**config.mk**
```make
export PLATFORM = sky130hd
export DESIGN_NAME = hazard_ctrl
export DESIGN_NICKNAME = d
export VERILOG_FILES = /design/src/rtl/hazard_ctrl.sv
export SDC_FILE = /design/constraint.sdc
export NUM_CORES = 1
export LEC_CHECK = 0
export BUFFER_PORTS_ARGS = -buffer_cell sky130_fd_sc_hd__buf_2
export CAP_MARGIN = 20
export CORE_MARGIN = 2
export CORE_UTILIZATION = 36
export DETAILED_ROUTE_END_ITERATION = 10
export PLACE_DENSITY = 0.84
export SETUP_SLACK_MARGIN = 0.3
export SLEW_MARGIN = 20
export SYNTH_ARGS = -nofsm -noshare
export SYNTH_HDL_FRONTEND = slang
export SYNTH_SLANG_ARGS = --single-unit
```
**constraint.sdc**
```tcl
create_clock -name clk -period 2.1 [get_ports clk]
set_input_delay 0.315 -clock clk [delete_from_list [all_inputs] [get_ports clk]]
set_output_delay 0.315 -clock clk [all_outputs]
set_load 0.05 [all_outputs]
```
**src/rtl/hazard_ctrl.sv**
```systemverilog
// ---------------------------------------------------------------------------
// hazard_ctrl
//
// Purpose:
//   Pipeline hazard controller for a simple in-order core. It decides each
//   cycle whether to hold the front end (PC and IF/ID), hold ID/RR, inject a
//   bubble into ID/RR or flush IF/ID. Three situations are handled, in
//   priority order:
//     1. data memory busy        -> freeze the front end and ID/RR
//     2. jump sitting in ID/RR   -> flush IF/ID and bubble ID/RR for 1 cycle
//     3. load-use hazard         -> hold PC/IF/ID and bubble ID/RR for
//                                   LOAD_LAT cycles
//   The control outputs are combinational from the current state and the
//   current inputs. Only the state and the bubble counter are registered.
//
// Parameters:
//   LOAD_LAT      bubble cycles per load-use hazard (1..3)
//
// Ports:
//   clk           rising-edge clock
//   reset         synchronous active-high reset
//   rs, rt        source register fields of the instruction in decode
//   uses_rt       decode instruction actually reads rt
//   rt_id_rr      destination (rt) field of the instruction in ID/RR
//   MemRead_id_rr ID/RR holds a load
//   jump_id_rr    ID/RR holds a jump
//   mem_busy      data memory cannot accept/complete an access this cycle
//   stall_pc      hold the PC
//   stall_if_id   hold the IF/ID register
//   stall         stall input of the ID/RR register
//   bubble_id_rr  force zero control fields into ID/RR
//   flush_if_id   clear IF/ID
//   stall_count   number of cycles with stall_pc=1 (saturating)
//   o_dbg_state   current FSM state (0=RUN, 1=LOAD_WAIT, 2=MEM_WAIT)
//   o_dbg_cnt     current remaining-bubble counter
//
// Optional feature:
//   HAZARD_STATS_EN  when defined, stall_count is a saturating 16-bit
//                    counter of stall_pc cycles. When undefined, no counter
//                    register exists and stall_count is tied to zero.
//
// Handshake note:
//   There is no valid/ready handshake here. mem_busy is a level: while it
//   is high the memory stage is not making progress, and every stage
//   upstream of it must hold its contents.
// ---------------------------------------------------------------------------
module hazard_ctrl #(
    parameter int LOAD_LAT = 1
) (
    input  logic        clk,
    input  logic        reset,
    input  logic [4:0]  rs,
    input  logic [4:0]  rt,
    input  logic        uses_rt,
    input  logic [4:0]  rt_id_rr,
    input  logic        MemRead_id_rr,
    input  logic        jump_id_rr,
    input  logic        mem_busy,
    output logic        stall_pc,
    output logic        stall_if_id,
    output logic        stall,
    output logic        bubble_id_rr,
    output logic        flush_if_id,
    output logic [15:0] stall_count,
    output logic [1:0]  o_dbg_state,
    output logic [1:0]  o_dbg_cnt
);

    typedef enum logic [1:0] {
        RUN       = 2'd0,
        LOAD_WAIT = 2'd1,
        MEM_WAIT  = 2'd2
    } state_t;

    // Counter value loaded on entry to LOAD_WAIT: the first bubble is issued
    // in the RUN cycle that detects the hazard, so LOAD_LAT-1 remain.
    localparam logic [1:0] LAT_M1 = 2'(LOAD_LAT - 1);

    state_t     r_state;
    logic [1:0] r_cnt;

    state_t     w_next_state;
    logic [1:0] w_next_cnt;
    logic       w_hazard;
    logic       w_run_rules;
    logic       w_lw_rules;

    logic       w_stall_pc;
    logic       w_stall_if_id;
    logic       w_stall;
    logic       w_bubble;
    logic       w_flush;

    // A load to r0 never creates a dependency, so rt_id_rr==0 is excluded.
    assign w_hazard = MemRead_id_rr && (rt_id_rr != 5'd0) &&
                      ((rt_id_rr == rs) || (uses_rt && (rt_id_rr == rt)));

    // Once memory frees up, MEM_WAIT behaves like whichever state it
    // interrupted: cnt==0 means it came from RUN, otherwise from LOAD_WAIT
    // with bubbles still owed.
    assign w_run_rules = (r_state == RUN) ||
                         ((r_state == MEM_WAIT) && (r_cnt == 2'd0));
    assign w_lw_rules  = (r_state == LOAD_WAIT) ||
                         ((r_state == MEM_WAIT) && (r_cnt != 2'd0));

    always_comb begin
        w_next_state  = r_state;
        w_next_cnt    = r_cnt;
        w_stall_pc    = 1'b0;
        w_stall_if_id = 1'b0;
        w_stall       = 1'b0;
        w_bubble      = 1'b0;
        w_flush       = 1'b0;

        if (mem_busy) begin
            // Memory stall dominates every state; the bubble counter is
            // frozen so the owed bubbles resume afterwards.
            w_stall_pc    = 1'b1;
            w_stall_if_id = 1'b1;
            w_stall       = 1'b1;
            w_next_state  = MEM_WAIT;
        end else if (w_lw_rules) begin
            w_stall_pc    = 1'b1;
            w_stall_if_id = 1'b1;
            w_bubble      = 1'b1;
            w_next_cnt    = r_cnt - 2'd1;
            w_next_state  = (r_cnt == 2'd1) ? RUN : LOAD_WAIT;
        end else if (w_run_rules) begin
            w_next_state = RUN;
            if (jump_id_rr) begin
                w_flush  = 1'b1;
                w_bubble = 1'b1;
            end else if (w_hazard) begin
                w_stall_pc    = 1'b1;
                w_stall_if_id = 1'b1;
                w_bubble      = 1'b1;
                if (LOAD_LAT > 1) begin
                    w_next_state = LOAD_WAIT;
                    w_next_cnt   = LAT_M1;
                end
            end
        end else begin
            // Unreachable encoding: recover to RUN.
            w_next_state = RUN;
            w_next_cnt   = 2'd0;
        end
    end

    always_ff @(posedge clk) begin
        if (reset) begin
            r_state <= RUN;
            r_cnt   <= 2'd0;
        end else begin
            r_state <= w_next_state;
            r_cnt   <= w_next_cnt;
        end
    end

    // Reset masks all control outputs so no stale stall or bubble leaks out
    // while the FSM is being cleared.
    assign stall_pc     = w_stall_pc    & ~reset;
    assign stall_if_id  = w_stall_if_id & ~reset;
    assign stall        = w_stall       & ~reset;
    assign bubble_id_rr = w_bubble      & ~reset;
    assign flush_if_id  = w_flush       & ~reset;

    assign o_dbg_state  = r_state;
    assign o_dbg_cnt    = r_cnt;

`ifdef HAZARD_STATS_EN
    logic [15:0] r_stall_count;

    always_ff @(posedge clk) begin
        if (reset) begin
            r_stall_count <= 16'd0;
        end else if (stall_pc && (r_stall_count != 16'hFFFF)) begin
            r_stall_count <= r_stall_count + 16'd1;
        end
    end

    assign stall_count = r_stall_count;
`else
    assign stall_count = 16'd0;
`endif

endmodule

```
==> flow_results.xml <==
<?xml version="1.0" encoding="UTF-8"?>
<metrics>
  <group name="status">
    <metric name="run_status" unit="">finished, final reports clean</metric>
  </group>
  <group name="routing">
    <metric name="detail_route.vias_per_cell" unit="">4.67</metric>
    <metric name="routedWlPerCell" unit="µm">11.7</metric>
    <metric name="detailedRoute.firstIterationViolations" unit="">2</metric>
    <metric name="route.antenna.remaining_nets" unit="">0</metric>
    <metric name="finalWirelength" unit="mm">1.35</metric>
    <metric name="detail_route.first_pass.iterations" unit="">2</metric>
    <metric name="dr_total_vias" unit="">537</metric>
    <metric name="detailed_route_drc_error_count" unit="">0</metric>
  </group>
  <group name="die">
    <metric name="die_area" unit="mm²">0.00174</metric>
    <metric name="core_area" unit="mm²">0.00132</metric>
    <metric name="dieHeight" unit="µm">41.7</metric>
    <metric name="floorplan.initialDensity" unit="">0.388</metric>
    <metric name="fp-row-count" unit="">13</metric>
    <metric name="num_io_pins" unit="">46</metric>
    <metric name="die_width" unit="µm">41.7</metric>
  </group>
  <group name="cts">
    <metric name="tritoncts_num_sinks" unit="">4</metric>
    <metric name="cts-htree-levels" unit="">1</metric>
    <metric name="tritoncts.num_buffers" unit="">3</metric>
    <metric name="worst_setup_hold_path_clk_slew" unit="ns">0.04</metric>
    <metric name="ctsRootBufferMaster" unit="">sky130_fd_sc_hd__clkbuf_4</metric>
    <metric name="tritoncts" unit="">built</metric>
    <metric name="clock_tree.buffer_depth" unit="">2</metric>
    <metric name="clk-insertion-delay-late" unit="ns">0.23</metric>
  </group>
  <group name="cells_and_area">
    <metric name="nets" unit="">125</metric>
    <metric name="finalCoreUtilization" unit="">0.620</metric>
    <metric name="layout.filler_cells" unit="">112</metric>
    <metric name="layout-drive-gt1-share" unit="">0.540</metric>
    <metric name="total_inserted_antenna_cells" unit="">0</metric>
    <metric name="layoutNonFillerInstCount" unit="">115</metric>
    <metric name="layout.cell_area.non_filler" unit="µm²">817</metric>
    <metric name="area_growth_syn_to_layout" unit="%">59.7</metric>
  </group>
  <group name="synth">
    <metric name="synth-adder-area-share" unit="">0.0489</metric>
    <metric name="yosys.cell_types.count" unit="">25</metric>
    <metric name="synth_xor_xnor_area_share" unit="">0.171</metric>
    <metric name="syn_area_per_cell" unit="µm²">8.12</metric>
    <metric name="synth.yosys.seq_area_share" unit="">0.156</metric>
    <metric name="synth.yosys.warnings" unit="">0</metric>
    <metric name="synth_top_family_by_area" unit="">buffers and inverters</metric>
    <metric name="synth_compound_area_frac" unit="">0.142</metric>
    <metric name="total_of_flip_flops_plus_latches_after_synthesis" unit="">4</metric>
    <metric name="syn-instance-count" unit="">63</metric>
    <metric name="synth_simple_gate_area_share" unit="">0.191</metric>
    <metric name="synthesis.area" unit="µm²">512</metric>
    <metric name="yosys-mux-area-fraction" unit="">0.0196</metric>
  </group>
  <group name="worst_setup_path">
    <metric name="worst_setup_path_end_kind" unit="">primary output</metric>
    <metric name="critPathArrivalTime" unit="ns">1.66</metric>
    <metric name="crit_type" unit="">primary input to primary output</metric>
    <metric name="worstPathRequired" unit="ns">1.78</metric>
    <metric name="cp_max_fo" unit="">2</metric>
    <metric name="start_kind" unit="">primary input</metric>
  </group>
  <group name="power">
    <metric name="power.ir.vdd_worst" unit="µV">268</metric>
    <metric name="power.clock.fraction" unit="">0.277</metric>
    <metric name="power-per-cell-area" unit="mW/mm²">420</metric>
    <metric name="net_switching_fraction_of_the_power" unit="">0.453</metric>
    <metric name="cell_internal_pwr" unit="µW">188</metric>
    <metric name="power_frac_seq" unit="">0.224</metric>
    <metric name="power_frac_comb" unit="">0.499</metric>
    <metric name="switching_power" unit="µW">155</metric>
    <metric name="p_leak" unit="µW">0.000429</metric>
  </group>
  <group name="placement">
    <metric name="gp_congestion" unit="">0.730</metric>
    <metric name="dpl.hpwl" unit="µm">976</metric>
    <metric name="placed_cell_area" unit="µm²">661</metric>
    <metric name="io_buffers" unit="">29</metric>
    <metric name="dp.cells" unit="">106</metric>
  </group>
  <group name="sta">
    <metric name="timing.final.setup_violations" unit="">0</metric>
    <metric name="rsz_0062_raised_after_global_routing" unit="">true</metric>
    <metric name="final.period_utilization" unit="">0.942</metric>
    <metric name="timing.final.max_slew_violations" unit="">0</metric>
    <metric name="fin_worst_skew" unit="ns">0.00374</metric>
    <metric name="final-hold-violation-count" unit="">0</metric>
    <metric name="fin_hold_ws" unit="ns">0.379</metric>
    <metric name="highest_achievable_clock_rate" unit="MHz">506</metric>
    <metric name="finalCriticalPeriod" unit="ns">1.98</metric>
  </group>
  <group name="min_path">
    <metric name="min-delay-path-class" unit="">primary input to flop</metric>
  </group>
  <group name="global_route">
    <metric name="grt_start_max_net_pins" unit="">9</metric>
    <metric name="groute.layer.met3.usage" unit="">0.0391</metric>
    <metric name="global_route.usage.met2" unit="">0.269</metric>
    <metric name="use_met1" unit="">0.143</metric>
    <metric name="grt_remaining_overflow" unit="">0</metric>
    <metric name="grt_pass1_vias" unit="">488</metric>
    <metric name="busiest_layer" unit="">met2</metric>
    <metric name="grt_usage" unit="">0.147</metric>
    <metric name="grt_antenna_before_repair" unit="">0</metric>
    <metric name="grt_first_pass_wirelength" unit="mm">1.99</metric>
  </group>
  <group name="flow_run">
    <metric name="max-cap-violations" unit="">0</metric>
  </group>
</metrics>
## synth_stat cells
cell	count	area, µm²
sky130_fd_sc_hd__a211oi_1	1	7.51
sky130_fd_sc_hd__a21oi_1	1	5.00
sky130_fd_sc_hd__a32oi_1	1	8.76
sky130_fd_sc_hd__and3_1	1	6.26
sky130_fd_sc_hd__buf_4	17	128
sky130_fd_sc_hd__conb_1	1	3.75
sky130_fd_sc_hd__dfxtp_1	4	80.1
sky130_fd_sc_hd__ha_1	2	25.0
sky130_fd_sc_hd__inv_1	2	7.51
sky130_fd_sc_hd__mux2i_1	1	10.0
sky130_fd_sc_hd__nand2_1	1	3.75
sky130_fd_sc_hd__nand2b_1	4	25.0
sky130_fd_sc_hd__nor2_1	5	18.8
sky130_fd_sc_hd__nor2b_1	3	18.8
sky130_fd_sc_hd__nor3_1	1	5.00
sky130_fd_sc_hd__nor4_2	1	12.5
sky130_fd_sc_hd__o21ai_0	1	5.00
sky130_fd_sc_hd__o21ai_1	1	5.00
sky130_fd_sc_hd__o21bai_1	1	7.51
sky130_fd_sc_hd__o2bb2ai_1	1	8.76
sky130_fd_sc_hd__o32ai_1	1	8.76
sky130_fd_sc_hd__o41ai_2	1	16.3
sky130_fd_sc_hd__or4_1	1	7.51
sky130_fd_sc_hd__xnor2_1	1	8.76
sky130_fd_sc_hd__xor2_1	9	78.8
## stage by stage
stage / total power, µW / TNS (ns) / setup WS, ns
6_report: 343 / 0 / 0.122
5_1_grt: 359 / 0 / 0.0599
4_1_cts: 344 / 0 / 0.119
3_5_place_dp: 230 / 0 / 0.0380
3_3_place_gp: 227 / 0 / 0.0719
2_1_floorplan: 216 / -0.232 / -0.232
## logic make-up after synthesis
family | Yosys count
flops | 4
mux | 1
simple gates | 17
buf+inv | 19
xor+xnor | 10
other cells | 1
fa+ha+maj | 2
compound gates | 9
## layout make-up
class | count | area, µm² | share of cell area
multi-input combinational | 55 | 430 | 0.527
tap | 15 | 18.8 | 0.0230
inverter | 2 | 10.0 | 0.0123
timing repair buffer | 36 | 248 | 0.303
sequential | 4 | 87.6 | 0.107
clock buffer | 3 | 22.5 | 0.0276
## sequential cells by signal (all words and copies together) (netlist names)
name,count
o_dbg_cnt,2
o_dbg_state,2
## path summary, 6_finish.rpt
path | from | end | slack [ns] | cells past startpoint
worst max-delay path | rt[2] | stall_if_id | 0.12 | 6
worst min-delay path | reset | o_dbg_cnt[0] | 0.38 | 2
worst max register to register | o_dbg_cnt[1] | o_dbg_cnt[1] | 0.64 | 8
worst min register to register | o_dbg_cnt[0] | o_dbg_cnt[1] | 0.61 | 3
## placed cells by master (no fill, tap or decap), types with 2 or more instances in the layout
cell type                  instances
sky130_fd_sc_hd__nor2b_1           2
sky130_fd_sc_hd__nand2b_4          2
sky130_fd_sc_hd__conb_1           16
sky130_fd_sc_hd__buf_4             8
sky130_fd_sc_hd__nand2b_1          2
sky130_fd_sc_hd__xor2_1            7
sky130_fd_sc_hd__buf_2            21
sky130_fd_sc_hd__xor2_2            2
sky130_fd_sc_hd__dfxtp_1           2
sky130_fd_sc_hd__clkbuf_4          3
sky130_fd_sc_hd__dfxtp_4           2
sky130_fd_sc_hd__buf_6             6
sky130_fd_sc_hd__nor2_1            5
## power by group through the flow
stage,logic [µW],clock network [µW],registers (µW)
after CTS,167,99.9,76.6
final,171,95.0,76.8
after floorplan,135,0,81.0
after detailed placement,152,0,77.8
after global placement,149,0,77.6
after global routing,179,103,76.7
## worst max-delay path, cell delays in order
cell,delay (ns)
sky130_fd_sc_hd__buf_6,0.10
sky130_fd_sc_hd__xor2_2,0.16
sky130_fd_sc_hd__nor4_2,0.29
sky130_fd_sc_hd__a32oi_2,0.18
sky130_fd_sc_hd__o41ai_4,0.40
sky130_fd_sc_hd__buf_6,0.21
## metal layers
metal  vias up  part of all wire
met4         0             0.013
met2        35              0.56
li1        251                 -
met1       249              0.33
met5         -                 0
met3         2             0.093
## repair_timing
item / 4_1_cts / 5_1_grt
pin swaps: 5 / 0
resized for setup: 14 / 7
endpoints found under the setup margin: 3 / 4
setup buffers: 5 / 1
hold buffers: 0 / 0
gates cloned: 0 / 0
Power figures use the tool's default switching activity.
